**src/rtl/uart_ctrl_pkg.sv**
```systemverilog
// Shared definitions for the UART auto-baud control logic: scanner states,
// baud-select codes and the rate-advance helper.
package uart_ctrl_pkg;

    // Scanner states
    typedef enum logic [1:0] {
        IDLE   = 2'd0,
        FLUSH  = 2'd1,
        LISTEN = 2'd2,
        LOCKED = 2'd3
    } state_e;

    // Baud-select codes understood by the receiver
    localparam logic [2:0] BC_9600   = 3'd0;
    localparam logic [2:0] BC_19200  = 3'd1;
    localparam logic [2:0] BC_38400  = 3'd2;
    localparam logic [2:0] BC_57600  = 3'd3;
    localparam logic [2:0] BC_115200 = 3'd4;

    localparam int NUM_RATES = 5;

    // Next rate in the scan order, wrapping from the fastest back to the slowest.
    // Codes above the last valid rate also fall back to the slowest.
    function automatic logic [2:0] next_rate(input logic [2:0] bc);
        if (bc >= 3'(NUM_RATES - 1)) begin
            return BC_9600;
        end
        return bc + 3'd1;
    endfunction

endpackage

```
**src/rtl/uart_tgl_sync.sv**
```systemverilog
// Brings the receiver's frame toggle into the clk domain through a 2-flop
// synchronizer and turns each toggle into a single-cycle event pulse.
module uart_tgl_sync (
    input  logic clk,
    input  logic rst_n,
    input  logic tgl_i,
    output logic pulse_o
);

    logic sync1_q;
    logic sync2_q;
    logic prev_q;

    // Synchronizer chain plus one delayed copy for edge detection
    always_ff @(posedge clk or negedge rst_n) begin
        if (!rst_n) begin
            sync1_q <= 1'b0;
            sync2_q <= 1'b0;
            prev_q  <= 1'b0;
        end else begin
            // NOTE: non-blocking assignments make every flop sample the old
            // value of its neighbour, which is what builds a real shift chain.
            sync1_q <= tgl_i;
            sync2_q <= sync1_q;
            prev_q  <= sync2_q;
        end
    end

    assign pulse_o = sync2_q ^ prev_q;

endmodule

```
**src/rtl/uart_baud_scanner.sv**
```systemverilog
// Auto-baud scanner: steps the receiver baud select through the supported
// rates, flushing the receiver on every change, until GOOD_FRAMES consecutive
// parity-clean frames arrive; then locks and forwards bytes until LOSS_ERRS
// consecutive parity errors force a rescan.
// Optional build macro BAUD_SCAN_STATS_EN adds saturating err_cnt/relock_cnt.
module uart_baud_scanner
    import uart_ctrl_pkg::*;
#(
    parameter int TIMEOUT_CYC = 2000000,
    parameter int GOOD_FRAMES = 3,
    parameter int LOSS_ERRS   = 4,
    parameter int FLUSH_CYC   = 16
) (
    input  logic       clk,
    input  logic       reset,
    input  logic       enable,
    input  logic       frame_tgl,
    input  logic       parity_ok,
    input  logic [7:0] rx_data,
    output logic [2:0] BC,
    output logic       rx_flush,
    output logic       locked,
    output logic [7:0] data_out,
    output logic       data_valid
`ifdef BAUD_SCAN_STATS_EN
    ,
    output logic [15:0] err_cnt,
    output logic [15:0] relock_cnt
`endif
);

    localparam int TMO_W   = (TIMEOUT_CYC > 1) ? $clog2(TIMEOUT_CYC) : 1;
    localparam int GOOD_W  = $clog2(GOOD_FRAMES + 1);
    localparam int BAD_W   = $clog2(LOSS_ERRS + 1);
    localparam int FLUSH_W = (FLUSH_CYC > 1) ? $clog2(FLUSH_CYC) : 1;

    state_e             state_q, state_d;
    logic [2:0]         bc_q, bc_d;
    logic               flush_q, flush_d;
    logic               locked_q, locked_d;
    logic [7:0]         dout_q, dout_d;
    logic               dv_q, dv_d;
    logic [TMO_W-1:0]   tmo_q, tmo_d;
    logic [GOOD_W-1:0]  good_q, good_d;
    logic [BAD_W-1:0]   bad_q, bad_d;
    logic [FLUSH_W-1:0] fcnt_q, fcnt_d;
    logic               par_q, par_d;
    logic [7:0]         byte_q, byte_d;
    logic               frame_ev;

    uart_tgl_sync u_tgl_sync (
        .clk     (clk),
        .rst_n   (reset),
        .tgl_i   (frame_tgl),
        .pulse_o (frame_ev)
    );

    // The holding registers load in the event cycle; the FSM decides on the
    // same edge, so it looks at the value being loaded rather than the stale one.
    assign par_d  = frame_ev ? parity_ok : par_q;
    assign byte_d = frame_ev ? rx_data   : byte_q;

    // Next-state, counter and output decisions for the scanner
    always_comb begin
        // NOTE: every target gets a default before any branch, so no path
        // leaves a value unassigned and no latch is inferred.
        state_d  = state_q;
        bc_d     = bc_q;
        locked_d = locked_q;
        dout_d   = dout_q;
        dv_d     = 1'b0;
        tmo_d    = tmo_q;
        good_d   = good_q;
        bad_d    = bad_q;
        fcnt_d   = fcnt_q;
        flush_d  = (state_q == FLUSH) && enable;

        if (!enable) begin
            state_d  = IDLE;
            locked_d = 1'b0;
            tmo_d    = '0;
            good_d   = '0;
            bad_d    = '0;
            fcnt_d   = '0;
        end else begin
            case (state_q)
                IDLE: begin
                    state_d = FLUSH;
                    fcnt_d  = '0;
                end
                FLUSH: begin
                    if (fcnt_q == FLUSH_W'(FLUSH_CYC - 1)) begin
                        state_d = LISTEN;
                        tmo_d   = '0;
                        fcnt_d  = '0;
                    end else begin
                        fcnt_d = fcnt_q + FLUSH_W'(1);
                    end
                end
                LISTEN: begin
                    if (frame_ev) begin
                        tmo_d = '0;
                        if (par_d) begin
                            if (good_q == GOOD_W'(GOOD_FRAMES - 1)) begin
                                state_d  = LOCKED;
                                locked_d = 1'b1;
                                good_d   = '0;
                                bad_d    = '0;
                            end else begin
                                good_d = good_q + GOOD_W'(1);
                            end
                        end else begin
                            state_d = FLUSH;
                            bc_d    = next_rate(bc_q);
                            fcnt_d  = '0;
                            good_d  = '0;
                        end
                    end else if (tmo_q == TMO_W'(TIMEOUT_CYC - 1)) begin
                        state_d = FLUSH;
                        bc_d    = next_rate(bc_q);
                        fcnt_d  = '0;
                        good_d  = '0;
                        tmo_d   = '0;
                    end else begin
                        tmo_d = tmo_q + TMO_W'(1);
                    end
                end
                LOCKED: begin
                    if (frame_ev) begin
                        if (par_d) begin
                            dout_d = byte_d;
                            dv_d   = 1'b1;
                            bad_d  = '0;
                        end else if (bad_q == BAD_W'(LOSS_ERRS - 1)) begin
                            state_d  = FLUSH;
                            bc_d     = next_rate(bc_q);
                            locked_d = 1'b0;
                            fcnt_d   = '0;
                            bad_d    = '0;
                        end else begin
                            bad_d = bad_q + BAD_W'(1);
                        end
                    end
                end
                default: state_d = IDLE;
            endcase
        end
    end

    // Scanner state, counters, holding registers and registered outputs
    always_ff @(posedge clk or negedge reset) begin
        if (!reset) begin
            state_q  <= IDLE;
            bc_q     <= BC_9600;
            flush_q  <= 1'b0;
            locked_q <= 1'b0;
            dout_q   <= 8'h00;
            dv_q     <= 1'b0;
            tmo_q    <= '0;
            good_q   <= '0;
            bad_q    <= '0;
            fcnt_q   <= '0;
            par_q    <= 1'b0;
            byte_q   <= 8'h00;
        end else begin
            state_q  <= state_d;
            bc_q     <= bc_d;
            flush_q  <= flush_d;
            locked_q <= locked_d;
            dout_q   <= dout_d;
            dv_q     <= dv_d;
            tmo_q    <= tmo_d;
            good_q   <= good_d;
            bad_q    <= bad_d;
            fcnt_q   <= fcnt_d;
            par_q    <= par_d;
            byte_q   <= byte_d;
        end
    end

    assign BC         = bc_q;
    assign rx_flush   = flush_q;
    assign locked     = locked_q;
    assign data_out   = dout_q;
    assign data_valid = dv_q;

`ifdef BAUD_SCAN_STATS_EN
    logic        err_inc;
    logic        relock_inc;
    logic [15:0] err_cnt_q;
    logic [15:0] relock_cnt_q;

    assign err_inc    = enable && frame_ev && !par_d &&
                        ((state_q == LISTEN) || (state_q == LOCKED));
    assign relock_inc = enable && frame_ev && !par_d && (state_q == LOCKED) &&
                        (bad_q == BAD_W'(LOSS_ERRS - 1));

    // Saturating statistics; only reset clears them
    always_ff @(posedge clk or negedge reset) begin
        if (!reset) begin
            err_cnt_q    <= 16'h0000;
            relock_cnt_q <= 16'h0000;
        end else begin
            if (err_inc && (err_cnt_q != 16'hFFFF)) begin
                err_cnt_q <= err_cnt_q + 16'd1;
            end
            if (relock_inc && (relock_cnt_q != 16'hFFFF)) begin
                relock_cnt_q <= relock_cnt_q + 16'd1;
            end
        end
    end

    assign err_cnt    = err_cnt_q;
    assign relock_cnt = relock_cnt_q;
`endif

endmodule
```
**config.mk**
```make
export PLATFORM = sky130hd
export DESIGN_NAME = uart_baud_scanner
export DESIGN_NICKNAME = d
export VERILOG_FILES = /design/src/rtl/uart_ctrl_pkg.sv /design/src/rtl/uart_tgl_sync.sv /design/src/rtl/uart_baud_scanner.sv
export SDC_FILE = /design/constraint.sdc
export NUM_CORES = 1
export LEC_CHECK = 0
export ABC_AREA = 1
export CAP_MARGIN = 20
export CORE_MARGIN = 2
export CORE_UTILIZATION = 45
export DETAILED_ROUTE_END_ITERATION = 12
export GPL_TIMING_DRIVEN = 0
export PLACE_DENSITY = 0.62
export SYNTH_ARGS = -nofsm -noshare
export SYNTH_HDL_FRONTEND = slang
export SYNTH_SLANG_ARGS = --single-unit
```
**constraint.sdc**
```tcl
create_clock -name clk -period 2.1 [get_ports clk]
set_input_delay 0.21 -clock clk [delete_from_list [all_inputs] [get_ports clk]]
set_output_delay 0.21 -clock clk [all_outputs]
set_load 0.01 [all_outputs]
```
==> results.json <==
{
  "place_congestion": 0.8488,
  "vias_per_cell": 4.894,
  "routed-via-count": 2633,
  "synth-edff-count": 0,
  "ioPinCount": 27,
  "busiest_layer": "met2",
  "endpoint_kind": "flop",
  "port_buffers": 26,
  "routed_wl_um": 6576,
  "path_max_fanout": 10,
  "p_total_uw": 3475,
  "clkLatencyLatePin_ps": 340,
  "slew_headroom_pct": 57.68,
  "area_delta_synth_final_pct": 19.88,
  "cts_sinks": 58,
  "rsz0062_at_grt": "false",
  "core_area_sq_um": 6794,
  "syn_inst": 398,
  "hold_class": "in -> reg",
  "syn_nets": 420,
  "fillers": 640,
  "syn-cell-area_sq_um": 3172,
  "worstPathRequired_ps": 2330,
  "met1_usage_pct": 24.46,
  "avgSynthCellArea_sq_um": 7.969,
  "grtUsageTotal_pct": 19.24,
  "leakagePower_uw": 0.001778,
  "grt_use_met3_pct": 4.524,
  "final_util_pct": 55.97,
  "final_max_slew_viol_count": 0,
  "synth_warnings": 0,
  "max_cap_viol_count": 0,
  "path_clk_slew_ps": 70,
  "layout.nets": 459,
  "ys_types": 36,
  "initial_core_util_pct": 46.69,
  "fin_crit_ps": 1764,
  "die_w_um": 87.96,
  "synth_ff_type": "dfrtp_1",
  "setup_viol": 0,
  "cts_inserted_buffers": 9,
  "worstMarginPinSlew_ps": 634.7,
  "cts_tree": "yes",
  "diodes": 0,
  "whs_path_depth": 1,
  "first_pass_iters": 4,
  "use_met2_pct": 31.89,
  "clock_skew_ps": 10.72,
  "ant_nets": 0,
  "arrival_ps": 1990,
  "synthArstFlopShare_pct": 100.0,
  "ir_drop_uv": 620.6,
  "worst-r2r-cell-count": 10,
  "status": "finished clean",
  "grt_pass1_wl_um": 11610,
  "num_rows": 30,
  "clk_path_buf_depth": 2,
  "instances_no_fill": 538,
  "period_share_pct": 83.98,
  "initialDrtViolationCount": 132,
  "ys_ff_latch": 58,
  "antenna_found_initial": 0,
  "worstSetupStartpointType": "flop",
  "die_h_um": 87.96,
  "dp_cells": 521,
  "dieArea_sq_um": 7736,
  "dp_hpwl_um": 4838,
  "power_density_nw_per_um2": 913.9,
  "crit_type": "reg -> reg",
  "fmaxAchievable_mhz": 567.0,
  "drc": 0,
  "ctsRootBufferMaster": "clkbuf_8",
  "tns_ps": 0,
  "finalHoldViolCount": 0,
  "grt-ovfl-total": 0,
  "first_global_vias": 2575,
  "drive_gt1_share_pct": 13.57,
  "synth-seq-area-share_pct": 45.76,
  "grt_max_degree": 33,
  "routedWlPerCell_um": 12.22,
  "cts_htree_levels": 3
}
[final timing paths]
path                                     from                  to  slack (ps)
max                                state_q[0]           tmo_q[10]         340
min                                 frame_tgl  u_tgl_sync.sync1_q         300
max reg2reg                        state_q[0]           tmo_q[10]         340
min reg2reg                u_tgl_sync.sync1_q  u_tgl_sync.sync2_q         360
max in group asynchronous               reset            tmo_q[9]        1090
min in group asynchronous               reset          state_q[1]         420
[kinds of logic after synthesis]
logic type	after synthesis	share of synthesized area [%]
AOI/OAI and AO/OA	29	5.680
xor gates and xnor gates	6	1.657
adders and majority gates	9	3.550
buffers and inverters	50	6.824
DFF	58	45.76
muxes	1	0.3156
and+or+nand+nor	245	36.21
[layout make-up]
| type | instances | area [sq um] | share of cell area [%] |
|---|---|---|---|
| multi-input cells | 290 | 1504 | 39.55 |
| clock buffers | 9 | 123.9 | 3.258 |
| plain buffers | 5 | 42.54 | 1.119 |
| clock inverters | 7 | 101.3 | 2.665 |
| flip-flops and latches | 58 | 1451 | 38.17 |
| repair buffers | 28 | 285.3 | 7.502 |
| inverters | 45 | 173.9 | 4.574 |
| well taps | 96 | 120.1 | 3.159 |
[state kept, by name, summed over array words and instances, names as in the netlist]
name and cells:
u_tgl_sync.prev_q 1, byte_q 8, par_q 1, data_out 8, locked 1, rx_flush 1, tmo_q 21, BC 3
good_q 2, u_tgl_sync.sync1_q 1, data_valid 1, state_q 2, fcnt_q 4, u_tgl_sync.sync2_q 1, bad_q 3
[where the power goes]
part           leakage [uW]  switching [uW]  internal (uW)
Sequential         0.000775             108           1260
Combinational      0.000897             545            393
Clock              0.000106             493            675
[synthesized netlist by cell type, types with 2 or more instances]
cell type  count  area share [%]
nor2_1        57             6.7
inv_4          2            0.39
nand4_1       11             2.2
nor3_1         8             1.3
nor2_4         4             1.4
nand3_1       25             3.9
inv_1         39             4.6
dfrtp_1       58              46
nor3_2         3            0.95
nand2_2        9             1.8
buf_6          2            0.71
ha_1           9             3.6
o22ai_1        2            0.39
xnor2_1        2            0.55
buf_4          2            0.47
inv_2          4            0.47
nand3_2        3            0.95
nand2_1      112              13
nor2_2         4            0.79
xor2_1         4             1.1
a31oi_1       10             2.0
nand2_4        4             1.4
o21ai_1        5            0.79
o21ai_0        5            0.79
a21oi_1        3            0.47
[worst max-delay path: stages (launching register included)]
cell	delay (ps)
dfrtp_1	430
inv_1	80
ha_1	250
inv_2	90
nand3_1	130
nand2_4	80
buf_6	150
nor2_4	130
nand4_2	100
nor2_1	140
nor2_2	50
[through the flow]
| stage | worst slack [ps] | hold WS (ps) | area [sq um] |
|---|---|---|---|
| 6_report | 336.4 | 300.2 | 3802 |
| 4_1_cts | 313.7 | 288.9 | 3802 |
| 3_3_place_gp | -1082 | 340.1 | 3552 |
| 2_1_floorplan | 545.8 | -85.59 | 3172 |
| 3_5_place_dp | 211.7 | 270.8 | 3567 |
| 5_1_grt | 133.6 | 299.4 | 3802 |
[metal layers]
| metal | part of all wire (%) | up-vias |
|---|---|---|
| met5 | 0 | - |
| met4 | 1.5 | 0 |
| met3 | 3.1 | 11 |
| met2 | 48 | 41 |
| met1 | 48 | 1224 |
| li1 | - | 1357 |
[what timing repair did]
item                      CTS  global route
hold endpoints to repair   26             0
resized for setup           0             0
hold buffers                1             0
setup buffers               0             0
[cells in the final DEF (no fill, tap or decap), types with 5 or more instances in the layout]
cell	instances
a31oi_1	10
nor3_1	8
nand2_2	9
nand2_1	112
nor2_1	57
nand3_1	25
dfrtp_1	58
inv_1	39
o21ai_0	5
nand4_1	11
o21ai_1	5
ha_1	9
clkdlybuf4s50_1	25
clkbuf_8	9
Note: power is estimated with default switching activity, not from simulation.
